### config.mk
export PLATFORM = sky130hd
export DESIGN_NAME = voice_step_sched
export DESIGN_NICKNAME = d
export VERILOG_FILES = /design/src/rtl/voice_sched_pkg.sv /design/src/rtl/prio_enc_lsb.sv /design/src/rtl/voice_step_sched.sv
export SDC_FILE = /design/constraint.sdc
export NUM_CORES = 1
export LEC_CHECK = 0
export ABC_AREA = 0
export BUFFER_PORTS_ARGS = -buffer_cell sky130_fd_sc_hd__buf_2
export CELL_PAD_IN_SITES_DETAIL_PLACEMENT = 0
export CELL_PAD_IN_SITES_GLOBAL_PLACEMENT = 1
export CORE_MARGIN = 2
export CORE_UTILIZATION = 41
export DETAILED_ROUTE_END_ITERATION = 16
export PLACE_DENSITY = 0.75
export SLEW_MARGIN = 0
export SYNTH_ARGS = -nofsm -noshare
export SYNTH_HDL_FRONTEND = slang
export SYNTH_HIERARCHICAL = 1
export SYNTH_SLANG_ARGS = --single-unit
### constraint.sdc
create_clock -name clk -period 3.8 [get_ports clk]
set_input_delay 0 -clock clk [delete_from_list [all_inputs] [get_ports clk]]
set_output_delay 0 -clock clk [all_outputs]
set_load 0.005 [all_outputs]
### src/rtl/voice_sched_pkg.sv
// Shared types and defaults for the voice step scheduler and its helpers.
package voice_sched_pkg;

  localparam int NUM_VOICES_DEF  = 4;
  localparam int ACK_TIMEOUT_DEF = 64;

  typedef enum logic [1:0] {
    IDLE = 2'd0,
    SCAN = 2'd1,
    REQ  = 2'd2
  } sched_state_t;

endpackage

### src/rtl/prio_enc_lsb.sv
// Combinational lowest-set-bit finder: returns the index of the lowest '1'
// in vec_i and flags whether any bit was set. Shared with the mixer arbiter.
module prio_enc_lsb #(
  parameter int WIDTH = 4,
  parameter int IDX_W = $clog2(WIDTH)
) (
  input  logic [WIDTH-1:0] vec_i,
  output logic [IDX_W-1:0] idx_o,
  output logic             valid_o
);

  always_comb begin
    // NOTE: every output gets a default before the loop so no path leaves it unassigned (no latch).
    idx_o   = '0;
    valid_o = 1'b0;
    // Walk from the top down so the lowest set bit is the last one written.
    for (int i = WIDTH - 1; i >= 0; i--) begin
      if (vec_i[i]) begin
        idx_o   = IDX_W'(i);
        valid_o = 1'b1;
      end
    end
  end

endmodule

### src/rtl/voice_step_sched.sv
// Sample-tick driven sequencer granting the shared voice-update datapath to each
// enabled voice in ascending order. Optional ack timeout: VOICE_STEP_SCHED_TIMEOUT_EN.
module voice_step_sched
  import voice_sched_pkg::*;
#(
  parameter int NUM_VOICES  = NUM_VOICES_DEF,
`ifdef VOICE_STEP_SCHED_TIMEOUT_EN
  parameter int ACK_TIMEOUT = ACK_TIMEOUT_DEF,
`endif
  localparam int IDX_W      = $clog2(NUM_VOICES)
) (
  input  logic                  clk,
  input  logic                  rst,
  input  logic                  run,
  input  logic [NUM_VOICES-1:0] voice_en,
  input  logic                  tick,
  input  logic                  step_ack,
  output logic                  div_en,
  output logic                  step_req,
  output logic [IDX_W-1:0]      step_voice,
  output logic                  frame_done,
  output logic                  overrun,
`ifdef VOICE_STEP_SCHED_TIMEOUT_EN
  output logic                  timeout_err,
`endif
  input  logic                  overrun_clr
);

  sched_state_t          state_q;
  logic [NUM_VOICES-1:0] pend_q;
  logic                  div_en_q;
  logic                  step_req_q;
  logic [IDX_W-1:0]      step_voice_q;
  logic                  frame_done_q;
  logic                  overrun_q;

  logic [IDX_W-1:0]      next_idx;
  logic                  next_valid;
  logic                  step_done;

  prio_enc_lsb #(
    .WIDTH (NUM_VOICES),
    .IDX_W (IDX_W)
  ) u_prio (
    .vec_i   (pend_q),
    .idx_o   (next_idx),
    .valid_o (next_valid)
  );

`ifdef VOICE_STEP_SCHED_TIMEOUT_EN
  localparam int CNT_W = $clog2(ACK_TIMEOUT + 1);

  logic [CNT_W-1:0] tmo_cnt_q;
  logic             timeout_err_q;
  logic             timeout_hit;

  // An ack in the final waiting cycle still counts as a normal completion.
  assign timeout_hit = (state_q == REQ) && !step_ack &&
                       (tmo_cnt_q == CNT_W'(ACK_TIMEOUT - 1));
  assign step_done   = step_ack || timeout_hit;

  always_ff @(posedge clk or posedge rst) begin
    if (rst) begin
      tmo_cnt_q     <= '0;
      timeout_err_q <= 1'b0;
    end else begin
      if (state_q == REQ && !step_done) begin
        tmo_cnt_q <= tmo_cnt_q + 1'b1;
      end else begin
        tmo_cnt_q <= '0;
      end
      if (timeout_hit) begin
        timeout_err_q <= 1'b1;
      end else if (overrun_clr) begin
        timeout_err_q <= 1'b0;
      end
    end
  end

  assign timeout_err = timeout_err_q;
`else
  assign step_done = step_ack;
`endif

  always_ff @(posedge clk or posedge rst) begin
    if (rst) begin
      state_q      <= IDLE;
      pend_q       <= '0;
      div_en_q     <= 1'b0;
      step_req_q   <= 1'b0;
      step_voice_q <= '0;
      frame_done_q <= 1'b0;
      overrun_q    <= 1'b0;
    end else begin
      // NOTE: state registers use non-blocking assignments so every branch sees pre-edge values.
      div_en_q     <= run;
      frame_done_q <= 1'b0;

      // A new overrun event beats a simultaneous clear.
      if (tick && state_q != IDLE) begin
        overrun_q <= 1'b1;
      end else if (overrun_clr) begin
        overrun_q <= 1'b0;
      end

      unique case (state_q)
        IDLE: begin
          if (tick && run) begin
            pend_q  <= voice_en;
            state_q <= SCAN;
          end
        end

        SCAN: begin
          if (!run) begin
            pend_q  <= '0;
            state_q <= IDLE;
          end else if (!next_valid) begin
            frame_done_q <= 1'b1;
            state_q      <= IDLE;
          end else begin
            step_voice_q <= next_idx;
            step_req_q   <= 1'b1;
            state_q      <= REQ;
          end
        end

        REQ: begin
          if (step_done) begin
            step_req_q <= 1'b0;
            if (!run) begin
              // Abandon the rest of the frame silently.
              pend_q  <= '0;
              state_q <= IDLE;
            end else begin
              pend_q[step_voice_q] <= 1'b0;
              state_q              <= SCAN;
            end
          end
        end

        default: state_q <= IDLE;
      endcase
    end
  end

  assign div_en     = div_en_q;
  assign step_req   = step_req_q;
  assign step_voice = step_voice_q;
  assign frame_done = frame_done_q;
  assign overrun    = overrun_q;

endmodule

* After elaboration in Yosys (flattened, before gate mapping) *
Cells that the tools add are included.

word-level totals
  word-level logic and storage cells = 60
  output and inout port bits = 6
  memories kept = 0
  bits in read-only memories = 0
  RAM bits = 0
  register bits after elaboration = 12
  input bits = 10
  bits in latches = 0

cells by class
  multipliers = 0
  order comparisons = 2
  shift-type cells = 0
  add/subtract/negate cells = 0
  muxes and demuxes = 30
  divide/modulo/power cells = 0
  equality and inequality tests = 7
  reductions and logical operators = 12
  bitwise logic cells = 2

operators with widths
  kind                                                                   number
  2-bit 2-to-1 mux                                                       8
  4-bit 2-to-1 mux                                                       4
  1-bit 2-to-1 mux                                                       14
  4-bit one-hot mux with 3 select lines                                  1
  2-bit != test, second input constant                                   5
  4-bit AND reduction                                                    2
  2-bit one-hot mux with 3 select lines                                  1
  2-bit nonzero test                                                     3
  4-bit AND                                                              1
  4-bit NOT                                                              1
  1-bit logical AND                                                      3
  2-bit by 3-bit < comparator with 1-bit output, second input constant   1
  3-bit AND reduction                                                    1
  3-bit nonzero test                                                     1
  1-bit demux with 2-bit select                                          1
  2-bit by 1-bit equality test with 1-bit output, second input constant  1
  2-bit equality test, second input constant                             1
  2-bit by 1-bit >= comparator with 1-bit output, second input constant  1
  2-bit logical NOT                                                      1
  1-bit one-hot mux with 2 select lines                                  1
  2-bit AND reduction                                                    1

* Longest topological paths before layout *
  depth after elaboration = 9
  gate-level depth with buffers = 7
  mapped depth without buffers = 6

* Cells and area by module *
The synthesis kept the hierarchy.

modules (own cells, without submodules)
  module            times used  sequential area each (µm²)  cells an instance  area an instance (µm²)
  voice_step_sched  1           300.3                       60                 653.1
  prio_enc_lsb      1           0.0                         7                  35.0

* Least setup slack after synthesis *
OpenSTA, ideal clock, no wires.

  kind = register -> register
  start point = reg state_q[0]
  end point = reg pend_q[0]
  stages on the path, launching flop included = 7
  arrival time = 1.473 ns
  path slack = 2.206 ns
  library setup time = 0.121 ns
  clock period less this slack = 1.594 ns
  path buffers = 0
  required time = 3.679 ns
  cell sequence = dfrtp_1 -> inv_1 -> ha_1 -> nor3_1 -> nor4_4 -> and2b_4 -> a22o_2

between the ends
  cells in the longest elaborated chain, start to end = 3
  elaborated cells on any way between the ends = 9
  classes of those cells = 5 x eq/ne; 1 x mux; 3 x reduce/logical

RTL lines
  item                                                                          RTL line                 source
  start, declared                                                               voice_step_sched.sv:29   sched_state_t state_q;
  start signal, assigned                                                        voice_step_sched.sv:87   state_q <= IDLE;
  start signal, assigned                                                        voice_step_sched.sv:110  state_q <= SCAN;
  start signal, assigned                                                        voice_step_sched.sv:117  state_q <= IDLE;
  2-bit by 1-bit equality test with 1-bit output, or another cell as far along  voice_step_sched.sv:106  unique case (state_q)
  2-bit != test (no line) / 3-bit nonzero test (equally long branches)          -
  4-bit AND reduction (no line)                                                 -
  end signal, assigned                                                          voice_step_sched.sv:109  pend_q <= voice_en;
  end, declared                                                                 voice_step_sched.sv:30   logic [NUM_VOICES-1:0] pend_q;

Parallel ways exist; a longest one is shown, timed or not.
A chain may end at the register's enable or synchronous reset.

* Worst setup path after layout *
Same ends and word-level chain as after synthesis.

==> flow_summary.json <==
{
  "fin_setup_tns_ns": 0,
  "clkLatencyLatePin_ns": 0.28,
  "netlist_top_cells_area": "dfrtp_1 (44%), ha_1 (9.1%), a22o_2 (4.4%)",
  "finalCritPeriodShare_pct": 47.2,
  "rr_worst_depth": 6,
  "synth_area_leader_cell": "dfrtp_1",
  "design.core.area_sq_mm": 0.00154,
  "syn-cell-area_sq_um": 688,
  "synth.ff_latch_count": 12,
  "yosysMostFrequentCell": "dfrtp_1",
  "start_util_pct": 44.6,
  "p_leak_uw": 0.000441,
  "ys_warn_count": 6,
  "critPathLaunchType": "register",
  "grt_pass1_wl_mm": 2.37,
  "syn_avg_cell_area_sq_um": 10.3,
  "layout-drive-gt1-share_pct": 31.2,
  "worstMarginPinSlew_ns": 0.484,
  "async_reset_ff_share_pct": 100,
  "avgRoutedWirePerCell_microns": 13.3,
  "cts_hold_buf": 8,
  "first_iter_violations": 8,
  "clock_power_share_pct": 14.8,
  "synthTopCellsByCount": "dfrtp_1 (12), inv_1 (6), ha_1 (5), nand2_1 (5)",
  "route.vias.total": 555,
  "maxCapViolations": 0,
  "rsz0062_at_grt": "false",
  "vias_per_cell": 5.09,
  "regToRegEndpoint": "pend_q[0]$_DFFE_PP0P_",
  "die_w_microns": 45.0,
  "gp_congestion": 0.760,
  "rows": 14,
  "fin_crit_ns": 1.79,
  "p_seq_share_pct": 32.4,
  "cts_setup_buffers": 0,
  "synth_nets": 82,
  "boundaryPins": 16,
  "fp.dieArea_sq_mm": 0.00202,
  "p_int_uw": 426,
  "r2r_slack_ns": 2.01,
  "hold_depth": 3,
  "hold_end": "step_req$_DFFE_PP0P_",
  "multi_input_area_sq_um": 360,
  "cts_inserted_buffers": 3,
  "wl_met2_microns": 672,
  "grt_usage_pct": 17.2,
  "setup.worst_path.class": "register to register",
  "wl_met1_microns": 686,
  "hp-class": "input pin to register",
  "post_cts_resized": 0,
  "yosysSeqAreaShare_pct": 43.6,
  "grt_pass1_vias": 550,
  "seq_area_sq_um": 300,
  "drc": 0,
  "final_nets": 109,
  "overflow": 0,
  "synth_top_area_share_pct": 43.6,
  "dr.pass1.iters": 4,
  "fin_total_pwr_uw": 697,
  "synth-edff-count": 0,
  "power_frac_comb_pct": 52.8,
  "switching_share_pct": 38.9,
  "cts_sinks": 12,
  "switchingPower_uw": 271,
  "holdCritStartpoint": "step_ack",
  "power.density_mw_per_mm2": 779,
  "fill_cells": 148,
  "grt_max_degree": 13,
  "ir_drop_mv": 0.427,
  "clockRootBuffer": "clkbuf_4",
  "dp_hpwl_mm": 1.07,
  "wl_met3_microns": 85,
  "slew-limit-headroom_pct": 67.7,
  "cp_max_fo": 5,
  "setup_violations": 0,
  "path_clk_slew_ns": 0.08,
  "slew_violations": 0,
  "cts_tree": "built",
  "area.growth.synth_to_final_pct": 30.0,
  "crit_arrival_ns": 1.96,
  "synth_cells": 67,
  "ant_nets": 0,
  "max_freq_mhz": 558,
  "synth.distinct_cells": 29,
  "port_buffers": 15,
  "r2r-start": "state_q[0]$_DFFE_PP0P_",
  "hold_viol": 0,
  "antenna_found_initial": 0,
  "routed_wl_mm": 1.46,
  "antenna_cells": 0,
  "synthFlopType": "dfrtp_1",
  "cts_buffer_depth": 2,
  "required_ns": 3.97,
  "die_h_microns": 45.0,
  "htreeDepth": 1,
  "top_layer": "met4",
  "end_kind": "register",
  "fin_worst_skew_ns": 0.00504,
  "status": "complete, no violations"
}
worst max-delay path, cell delays in order (launching register included):
cell and delay [ns]:
dfrtp_1 0.41, inv_1 0.10, ha_1 0.26, nor3_1 0.39, nor4_4 0.08, and2b_4 0.19, a22o_2 0.25
flip-flops by register name, indices dropped and copies added, names as in the netlist:
register / cells
pend_q: 4
state_q: 2
step_voice: 2
div_en: 1
frame_done: 1
overrun: 1
step_req: 1
cell families after synthesis:
family	share of synthesized area, %
and+or+nand+nor	20.4
DFF	43.6
buffers and inverters	4.00
muxes	3.27
AOI/OAI and AO/OA	19.6
adders and majority gates	9.09
routing by layer:
| layer | vias up | track usage [%] |
|---|---|---|
| li1 | 287 | - |
| met1 | 251 | 22.0 |
| met2 | 15 | 27.1 |
| met3 | 2 | 6.00 |
| met4 | 0 | 5.29 |
| met5 | - | 0 |
power groups by stage:
stage | Sequential, uW | Clock (uW) | Combinational, uW
6_report | 226 | 103 | 368
5_1_grt | 233 | 110 | 412
4_1_cts | 225 | 104 | 367
3_5_place_dp | 227 | 0 | 352
3_3_place_gp | 224 | 0 | 350
2_1_floorplan | 220 | 0 | 276
worst max path at each step:
stage          slack [ns]                     to                    from  cells past startpoint
2_1_floorplan        2.21  pend_q[0]$_DFFE_PP0P_  state_q[0]$_DFFE_PP0P_                      6
3_3_place_gp         2.05  pend_q[2]$_DFFE_PP0P_  state_q[0]$_DFFE_PP0P_                      6
3_5_place_dp         2.04  pend_q[0]$_DFFE_PP0P_  state_q[0]$_DFFE_PP0P_                      6
4_1_cts              2.02  pend_q[2]$_DFFE_PP0P_  state_q[0]$_DFFE_PP0P_                      6
5_1_grt              1.87  pend_q[2]$_DFFE_PP0P_  state_q[0]$_DFFE_PP0P_                      6
6_report             2.01  pend_q[0]$_DFFE_PP0P_  state_q[0]$_DFFE_PP0P_                      6
layout make-up:
type                            instances  share of cell area (%)
Inverter                                6                    2.52
Multi-Input combinational cell         48                    40.3
Timing Repair Buffer                   23                    17.3
Sequential cell                        12                    33.6
Clock buffer                            4                    4.06
Tap cell                               16                    2.24
layout by cell type (no fill, tap or decap), types with 2 or more instances in the layout:
| master | count |
|---|---|
| a22o_2 | 3 |
| inv_1 | 6 |
| nor2b_1 | 4 |
| clkbuf_4 | 3 |
| o21ai_0 | 3 |
| ha_1 | 5 |
| nor3_1 | 2 |
| nor2_1 | 4 |
| nand2_1 | 5 |
| dlygate4sd3_1 | 8 |
| o31ai_1 | 2 |
| dfrtp_1 | 12 |
| mux2_2 | 2 |
| buf_2 | 15 |
| a21oi_1 | 2 |
metrics by stage:
step / hold slack [ns] / setup WS (ns) / util [%] / std cells / area (sq um)
after floorplan: -0.135 / 2.21 / - / 67 / 688
after global placement: 0.0297 / 2.05 / 50.5 / 97 / 778
after detailed placement: 0.0359 / 2.04 / 50.5 / 97 / 778
after CTS: 0.0584 / 2.02 / 58.0 / 109 / 895
after global routing: 0.0918 / 1.87 / 58.0 / 109 / 895
final: 0.0603 / 2.01 / 58.0 / 109 / 895
Note: power is estimated with default switching activity, not from simulation.
